File: src/rtl/sample_vector_gen.sv
`default_nettype none
// ---------------------------------------------------------------------------
// sample_vector_gen : seedable 32-bit LFSR byte-burst source with warm-up,
//                     hold and done/busy status.  Rev 1.0
// ---------------------------------------------------------------------------
module sample_vector_gen #(
  parameter int          WARM_CYCLES  = 10,
  parameter logic [31:0] SEED_DEFAULT = 32'h0000_0001,
  parameter int          LEN_W        = 10
) (
  input  logic             sim_clk,
  input  logic             reset,
  input  logic             start,
  input  logic [LEN_W-1:0] burst_len,
  input  logic             load_seed,
  input  logic [31:0]      seed,
  input  logic             hold,
  output logic [7:0]       data_out,
  output logic             enable_out,
  output logic             busy,
  output logic             done,
  output logic [LEN_W-1:0] vec_count
);

  localparam int WARM_W = (WARM_CYCLES > 1) ? $clog2(WARM_CYCLES) : 1;
  localparam logic [WARM_W-1:0] C_WARM_LAST = WARM_W'(WARM_CYCLES - 1);

  typedef enum logic [1:0] {
    S_IDLE   = 2'd0,
    S_WARMUP = 2'd1,
    S_RUN    = 2'd2,
    S_DONE   = 2'd3
  } state_t;

  state_t             state_q, state_d;
  logic [31:0]        lfsr_q, lfsr_d;
  logic [LEN_W-1:0]   len_q, len_d;
  logic [LEN_W-1:0]   cnt_q, cnt_d;
  logic [WARM_W-1:0]  warm_q, warm_d;
  logic [7:0]         data_q, data_d;
  logic               en_q, en_d;
  logic               busy_q, busy_d;
  logic               done_q, done_d;

  logic [31:0]        lfsr_next;
  logic [LEN_W-1:0]   cnt_inc;

  assign lfsr_next = {lfsr_q[30:0], lfsr_q[31] ^ lfsr_q[21] ^ lfsr_q[1] ^ lfsr_q[0]};
  assign cnt_inc   = cnt_q + 1'b1;

  always_comb begin
    state_d = state_q;
    lfsr_d  = lfsr_q;
    len_d   = len_q;
    cnt_d   = cnt_q;
    warm_d  = warm_q;
    data_d  = data_q;
    en_d    = 1'b0;
    done_d  = 1'b0;

    case (state_q)
      S_IDLE: begin
        if (load_seed) begin
          lfsr_d = (seed == 32'h0) ? 32'h0000_0001 : seed;
        end
        if (start) begin
          len_d   = burst_len;
          cnt_d   = '0;
          warm_d  = '0;
          state_d = (burst_len == '0) ? S_DONE : S_WARMUP;
        end
      end
      S_WARMUP: begin
        if (warm_q == C_WARM_LAST) begin
          state_d = S_RUN;
        end else begin
          warm_d = warm_q + 1'b1;
        end
      end
      S_RUN: begin
        if (!hold) begin
          en_d   = 1'b1;
          data_d = lfsr_q[7:0];
          lfsr_d = lfsr_next;
          cnt_d  = cnt_inc;
          if (cnt_inc == len_q) begin
            state_d = S_DONE;
          end
        end
      end
      S_DONE: begin
        done_d  = 1'b1;
        state_d = S_IDLE;
      end
      default: state_d = S_IDLE;
    endcase

    // Leaving RUN keeps busy up through the cycle that shows the final byte.
    busy_d = (state_d == S_WARMUP) || (state_d == S_RUN) || (state_q == S_RUN);
  end

  always_ff @(posedge sim_clk) begin
    if (reset) begin
      state_q <= S_IDLE;
      lfsr_q  <= SEED_DEFAULT;
      len_q   <= '0;
      cnt_q   <= '0;
      warm_q  <= '0;
      data_q  <= 8'h00;
      en_q    <= 1'b0;
      busy_q  <= 1'b0;
      done_q  <= 1'b0;
    end else begin
      state_q <= state_d;
      lfsr_q  <= lfsr_d;
      len_q   <= len_d;
      cnt_q   <= cnt_d;
      warm_q  <= warm_d;
      data_q  <= data_d;
      en_q    <= en_d;
      busy_q  <= busy_d;
      done_q  <= done_d;
    end
  end

  assign data_out   = data_q;
  assign enable_out = en_q;
  assign busy       = busy_q;
  assign done       = done_q;
  assign vec_count  = cnt_q;

endmodule
`default_nettype wire

File: config.mk
export PLATFORM = sky130hd
export DESIGN_NAME = sample_vector_gen
export DESIGN_NICKNAME = d
export VERILOG_FILES = /design/src/rtl/sample_vector_gen.sv
export SDC_FILE = /design/constraint.sdc
export NUM_CORES = 1
export LEC_CHECK = 0
export CAP_MARGIN = 20
export CORE_MARGIN = 5
export CORE_UTILIZATION = 50
export DETAILED_ROUTE_END_ITERATION = 8
export PLACE_DENSITY = 0.88
export SYNTH_ARGS = -nofsm -noshare
export SYNTH_HDL_FRONTEND = slang
export SYNTH_SLANG_ARGS = --single-unit
File: constraint.sdc
create_clock -name sim_clk -period 2.23 [get_ports sim_clk]
set_clock_uncertainty 0.15 [all_clocks]
set_input_delay 0.446 -clock sim_clk [delete_from_list [all_inputs] [get_ports sim_clk]]
set_output_delay 0.446 -clock sim_clk [all_outputs]
set_load 0.02 [all_outputs]
==> load_flow_metrics.sql, run 1 <==
INSERT INTO impl_metrics (metric_group, metric, value, unit) VALUES
('run_status', 'status', 'complete, no violations', ''),
('synth', 'synth_cells', '387', ''),
('setup_path', 'worst_path_dominant_cell_family', 'buffers and inverters', ''),
('synth', 'ys_top_cells_by_area', 'sky130_fd_sc_hd__dfxtp_1, sky130_fd_sc_hd__mux2i_1, sky130_fd_sc_hd__a211oi_1', ''),
('grt', 'grt_max_degree', '45', ''),
('floorplanning', 'die_w', '90.60', 'um'),
('layout', 'layout.nets', '502', ''),
('setup_path', 'critPathLaunch', 'vec_count[7]', ''),
('sta', 'tightest_slew', '0.5786', 'ns'),
('sta', 'final_sum_of_negative_setup_slack', '0', 'ns'),
('setup_path', 'cp.depth', '1', ''),
('layout', 'drive_gt1_frac', '0.08096', ''),
('grt', 'grt_use_total', '0.1946', ''),
('sta', 'post_layout_minimum_cycle_time', '2.096', 'ns'),
('layout', 'num_antenna_cells', '0', ''),
('synth', 'synth_area_per_cell', '8.393', 'um2'),
('cts', 'tritoncts.num_buffers', '9', ''),
('setup_path', 'timing.critical_path.cells', 'clkdlybuf4s50_1', ''),
('setup_path', 'cp.buffers_inverters', '1', ''),
('route', 'drt_iter0_drc', '114', ''),
('synth', 'ys.warnings.count', '0', ''),
('cts', 'cts_max_path_buffers', '2', ''),
('setup_path', 'endpoint_kind', 'primary output', ''),
('setup_path', 'cp.arrival', '1.50', 'ns'),
('sta', 'total_count_of_hold_check_failures_in_the_final_report', '0', ''),
('cts', 'clk_root_buffer_cell', 'sky130_fd_sc_hd__clkbuf_8', ''),
('route', 'routed_wirelength', '8.079', 'mm'),
('setup_path', 'crit_fanout', '8', ''),
('synth', 'number_of_enable_flip_flop_cells_after_synthesis', '0', ''),
('synth', 'postSynth.topFlopCell', 'sky130_fd_sc_hd__dfxtp_1', ''),
('floorplanning', 'area_of_the_core', '6350', 'um2'),
('synth', 'synth_async_sr_flop_share', '0', ''),
('floorplanning', 'core_rows', '29', ''),
('synth', 'synth_area_leader_cell', 'sky130_fd_sc_hd__dfxtp_1', ''),
('setup_path', 'timing_worst_setup_path_type', 'flip-flop to primary output', ''),
('sta', 'max_clock_freq', '477.2', 'MHz'),
('floorplanning', 'floorplan.initialDensity', '0.5115', ''),
('route', 'post_drt_via_cell_ratio', '5.758', ''),
('cts', 'cts_tree', 'done', ''),
('cts', 'cts.sink_count', '69', ''),
('synth', 'mappedNetlistNets', '437', ''),
('layout', 'final_cell_mix', 'sky130_fd_sc_hd__dfxtp_1, sky130_fd_sc_hd__clkdlybuf4s50_1, sky130_fd_sc_hd__nor2_1', ''),
('floorplanning', 'die_h', '90.60', 'um'),
('synth', 'netlist-cell-type-count', '38', ''),
('floorplanning', 'dieArea', '8208', 'um2'),
('route', 'antenna_violating_nets_post_route', '0', ''),
('flow_run', 'max_cap_violations', '0', ''),
('pwr', 'post-layout-total-power', '3.093', 'mW'),
('sta', 'final-setup-viol-count', '0', ''),
('sta', 'finalCritPeriodShare', '0.9398', ''),
('sta', 'slew_headroom', '0.6143', ''),
('place', 'hpwl', '5.881', 'mm'),
('cts', 'worst_setup_hold_path_clk_slew', '0.08', 'ns'),
('synth', 'synthesis.area', '3248', 'um2'),
('setup_path', 'r2r-end', 'state_q[0]', ''),
('setup_path', 'r2r_setup_slack', '0.22', 'ns'),
('setup_path', 'crit_path_top_delay_cell', 'sky130_fd_sc_hd__clkdlybuf4s50_1', ''),
('route', 'via_count', '3075', ''),
('layout', 'areaGrowthSynthToFinish', '31.05', '%'),
('place', 'finalWeightedCongestion', '0.8848', ''),
('route', 'firstDrtPassIters', '4', ''),
('grt', 'initial_antenna_violation_count', '0', ''),
('route', 'drcViolationCount', '0', ''),
('cts', 'cts.hold.buffers_added', '0', ''),
('synth', 'synth_seq_cells', '69', ''),
('grt', 'grt_pass1_vias', '2913', ''),
('sta', 'timing_max_transition_violations_final', '0', ''),
('cts', 'htree_levels', '3', ''),
('worst_hold_path', 'min-delay-path-class', 'flip-flop to flip-flop', ''),
('synth', 'seq_area_frac_synth', '0.4253', ''),
('grt', 'grt_first_pass_wirelength', '13.28', 'mm');
-- flip-flops by register name, indices dropped and copies added, names as in the netlist --
signal,flops
busy,1
data_out,8
done,1
enable_out,1
len_q,10
lfsr_q,32
state_q,2
vec_count,10
warm_q,4
-- synthesized netlist by cell type (all sizes together) (2+ instances only) --
master and n:
a211oi 32, a21oi 35, and2 2, and3 4, buf 11, clkbuf 15, dfxtp 69, ha 3
inv 4, mux2i 33, nand2 44, nand2b 2, nand3 3, nand3b 4, nand4 8, nor2 58
nor3 5, nor4 9, o211ai 2, o21ai 10, or2 2, xnor2 12, xor2 7
-- logic make-up (layout without fill, tap and decap cells) --
family,Yosys count,in the layout,synth area share
compound gates,86,86,0.1637
simple gates,146,146,0.2042
buf+inv,30,100,0.03890
fa+ha+maj,3,3,0.01156
mux,34,34,0.1052
xor+xnor,19,19,0.05123
flops,69,69,0.4253
-- metal layers --
| metal | GRT usage | wire length, um |
|---|---|---|
| met2 | 0.3251 | 3947 |
| met1 | 0.2426 | 3575 |
| met3 | 0.04083 | 451 |
| met4 | 0.07816 | 104 |
| met5 | 0 | 0 |
-- report_power, final --
part	internal, mW	total [mW]	switching [mW]	leakage [nW]
sequential	1.33	1.40	0.0704	0.566
combinational	0.270	0.556	0.286	1.05
clock	0.658	1.13	0.476	0.112
-- area by class of cell --
cell class | count | area [um2] | area share
tap | 77 | 96.34 | 0.02263
sequential | 69 | 1383 | 0.3248
inverter | 4 | 15.01 | 0.003527
clock inverter | 6 | 86.33 | 0.02028
timing repair buffer | 80 | 788.3 | 0.1852
multi-input combinational | 288 | 1750 | 0.4112
clock buffer | 10 | 137.6 | 0.03233
-- metrics by stage --
stage                     hold slack, ns  cell area (um2)    util  cells  setup WS, ns
after floorplan                   0.2946             3248       -    387        0.3076
after global placement            0.2959             4031  0.6349    518       0.01639
after detailed placement          0.3029             4031  0.6349    518      -0.06822
after CTS                         0.3129             4255  0.6701    534       0.07132
after global routing              0.3282             4257  0.6703    534       0.07428
final                             0.3111             4257  0.6703    534        0.1343
-- how the worst min path moves through the flow --
stage / from / endpoint / slack (ns)
after global placement: data_out[5] / data_out[5] / 0.30
final: data_out[2] / data_out[2] / 0.31
after floorplan: lfsr_q[2] / data_out[2] / 0.29
after global routing: data_out[7] / data_out[7] / 0.33
after CTS: data_out[7] / data_out[7] / 0.31
after detailed placement: data_out[7] / data_out[7] / 0.30
(Power assumes the default switching activity.)
==> run 2, diff against run 1 <==
--- a/config.mk
+++ b/config.mk
@@ -5,11 +5,11 @@
 export SDC_FILE = /design/constraint.sdc
 export NUM_CORES = 1
 export LEC_CHECK = 0
-export CAP_MARGIN = 20
+export CAP_MARGIN = 5
 export CORE_MARGIN = 5
-export CORE_UTILIZATION = 50
+export CORE_UTILIZATION = 45
 export DETAILED_ROUTE_END_ITERATION = 8
-export PLACE_DENSITY = 0.88
+export PLACE_DENSITY = 0.82
 export SYNTH_ARGS = -nofsm -noshare
 export SYNTH_HDL_FRONTEND = slang
 export SYNTH_SLANG_ARGS = --single-unit
==> load_flow_metrics.sql, run 2 (same netlist as run 1, synthesis figures left out) <==
INSERT INTO impl_metrics (metric_group, metric, value, unit) VALUES
('grt', 'overflow', '0', ''),
('cts', 'clock_latency', '0.34', 'ns'),
('setup_path', 'critPathLaunch', 'vec_count[7]', ''),
('sta', 'fin_ws', '0.1149', 'ns'),
('layout', 'areaGrowthSynthToFinish', '32.20', '%'),
('layout', 'sequential_cell_area', '1383', 'um2'),
('sta', 'finalCritPeriodShare', '0.9485', ''),
('cts', 'cts_tree', 'done', ''),
('floorplanning', 'die_w', '94.96', 'um'),
('grt', 'grt_max_degree', '43', ''),
('layout', 'multiInputGateArea', '1750', 'um2'),
('grt', 'grt_use_total', '0.1871', ''),
('grt', 'grt_first_pass_wirelength', '13.34', 'mm'),
('layout', 'layout.core_utilization', '0.6017', ''),
('layout', 'final_cell_mix', 'sky130_fd_sc_hd__dfxtp_1, sky130_fd_sc_hd__clkdlybuf4s50_1, sky130_fd_sc_hd__nor2_1', ''),
('setup_path', 'timing_worst_setup_path_type', 'flip-flop to primary output', ''),
('run_status', 'status', 'complete, no violations', ''),
('pwr', 'static-leakage-power', '1.726', 'nW'),
('setup_path', 'r2r_setup_slack', '0.31', 'ns'),
('cts', 'cts.sink_count', '69', ''),
('setup_path', 'cp.arrival', '1.52', 'ns'),
('setup_path', 'worst_r2r_startpoint', 'vec_count[1]', ''),
('worst_hold_path', 'min-delay-path-class', 'flip-flop to flip-flop', ''),
('setup_path', 'worst_path_dominant_cell_family', 'buffers and inverters', ''),
('setup_path', 'timing.critical_path.slowest_cell_delay', '0.67', 'ns'),
('floorplanning', 'dieArea', '9017', 'um2'),
('setup_path', 'cp.buffers_inverters', '1', ''),
('place', 'finalWeightedCongestion', '0.8988', ''),
('floorplanning', 'area_of_the_core', '7137', 'um2'),
('worst_hold_path', 'whs_path_depth', '2', ''),
('sta', 'post_layout_minimum_cycle_time', '2.115', 'ns'),
('cts', 'cts_max_path_buffers', '2', ''),
('floorplanning', 'core_rows', '31', ''),
('sta', 'max_clock_freq', '472.8', 'MHz'),
('setup_path', 'r2r-end', 'state_q[0]', ''),
('setup_path', 'timing.critical_path.cells', 'clkdlybuf4s50_1', ''),
('cts', 'tritoncts.num_buffers', '9', ''),
('route', 'firstDrtPassIters', '4', ''),
('setup_path', 'endpoint_kind', 'primary output', ''),
('layout', 'final.fill_count', '613', ''),
('place', 'placement.setup.worst_slack', '-0.01259', 'ns'),
('setup_path', 'crit_fanout', '8', ''),
('place', 'hpwl', '5.912', 'mm'),
('cts', 'cts.hold.buffers_added', '0', ''),
('sta', 'timing_max_transition_violations_final', '0', ''),
('route', 'via_count', '3005', ''),
('sta', 'tightest_slew', '0.5466', 'ns'),
('sta', 'slew_headroom', '0.6356', ''),
('pwr', 'power.ir.vdd_worst', '0.0004546', 'V'),
('layout', 'registers.top_by_ff_count', 'lfsr_q', ''),
('floorplanning', 'io-pin-count', '68', ''),
('cts', 'clk_root_buffer_cell', 'sky130_fd_sc_hd__clkbuf_8', ''),
('flow_run', 'max_cap_violations', '0', ''),
('worst_hold_path', 'timing.hold.worst_endpoint', 'data_out[4]', ''),
('cts', 'setup_buffers_after_cts', '0', ''),
('floorplanning', 'floorplan.initialDensity', '0.4551', ''),
('place', 'port_buffers', '67', ''),
('route', 'routed_wirelength', '8.235', 'mm'),
('sta', 'rsz0062_at_grt', 'no', ''),
('route', 'drcViolationCount', '0', ''),
('pwr', 'powerDensity', '722.9', 'nW/um2'),
('setup_path', 'r2r_cells', '7', ''),
('sta', 'final-setup-viol-count', '0', ''),
('sta', 'fin_worst_hold_slack', '0.3087', 'ns'),
('setup_path', 'critical_path.startpoint_type', 'flip-flop', ''),
('worst_hold_path', 'timing.hold.worst.start', 'data_out[4]', ''),
('floorplanning', 'die_h', '94.96', 'um'),
('layout', 'drive_gt1_frac', '0.08096', ''),
('cts', 'worst_setup_hold_path_clk_slew', '0.08', 'ns'),
('layout', 'layoutNonFillerInstCount', '556', ''),
('layout', 'largest_register_ffs', '32', ''),
('route', 'post_drt_via_cell_ratio', '5.405', ''),
('grt', 'grt_pass1_vias', '2869', ''),
('setup_path', 'critical_path_required', '1.63', 'ns'),
('layout', 'layout.cells.most_common', 'sky130_fd_sc_hd__dfxtp_1', ''),
('layout', 'layout.nets', '502', ''),
('setup_path', 'crit_path_top_delay_cell', 'sky130_fd_sc_hd__clkdlybuf4s50_1', ''),
('layout', 'num_antenna_cells', '0', ''),
('sta', 'final_sum_of_negative_setup_slack', '0', 'ns'),
('layout', 'postLayoutCellArea', '4294', 'um2'),
('place', 'dpl-instance-area', '4071', 'um2'),
('route', 'wl_per_cell', '14.81', 'um'),
('sta', 'total_count_of_hold_check_failures_in_the_final_report', '0', ''),
('grt', 'initial_antenna_violation_count', '0', ''),
('route', 'drt_iter0_drc', '140', ''),
('cts', 'htree_levels', '3', ''),
('place', 'numPlacedInstances', '540', ''),
('pwr', 'post-layout-total-power', '3.104', 'mW'),
('route', 'antenna_violating_nets_post_route', '0', '');
[run 2: cell count changes in the layout (fill, tap and decap cells not counted), sizes merged]
cell	previous run	this run
inv	4	5
clkinvlp	1	2
clkinv	3	2
clkbuf	10	9
[run 2: repair_timing]
action / 4_1_cts / 5_1_grt
setup endpoints to repair: 0 / 1
hold endpoints to repair: 0 / 0
resized for setup: 0 / 1
[run 2: power breakdown]
group / internal, mW / switching, mW / total (mW)
combinational: 0.276 / 0.289 / 0.565
clock: 0.633 / 0.504 / 1.14
sequential: 1.33 / 0.0708 / 1.40
[run 2: per-layer routing]
metal / wire length [um] / share of wire / vias to the layer above / global-route usage
met1: 3626 / 0.44 / 1402 / 0.2395
met5: 0 / 0 / - / 0
met4: 92 / 0.011 / 0 / 0.06611
li1: - / - / 1498 / -
met3: 533 / 0.065 / 8 / 0.05020
met2: 3983 / 0.48 / 97 / 0.3030
[run 2: worst max path at each step]
| stage | endpoint | slack [ns] | cells after the start |
|---|---|---|---|
| after floorplan | state_q[0] | 0.31 | 8 |
| after global placement | busy | 0.03 | 7 |
| after detailed placement | busy | -0.01 | 7 |
| after CTS | vec_count[2] | 0.08 | 1 |
| after global routing | vec_count[7] | 0.06 | 1 |
| final | vec_count[7] | 0.11 | 1 |
[run 2: final cells by class]
| class | count | area share |
|---|---|---|
| Tap cell | 99 | 0.02885 |
| Sequential cell | 69 | 0.3220 |
| Clock inverter | 7 | 0.02273 |
| Timing Repair Buffer | 80 | 0.1865 |
| Inverter | 4 | 0.003497 |
| Clock buffer | 9 | 0.02885 |
| Multi-Input combinational cell | 288 | 0.4076 |
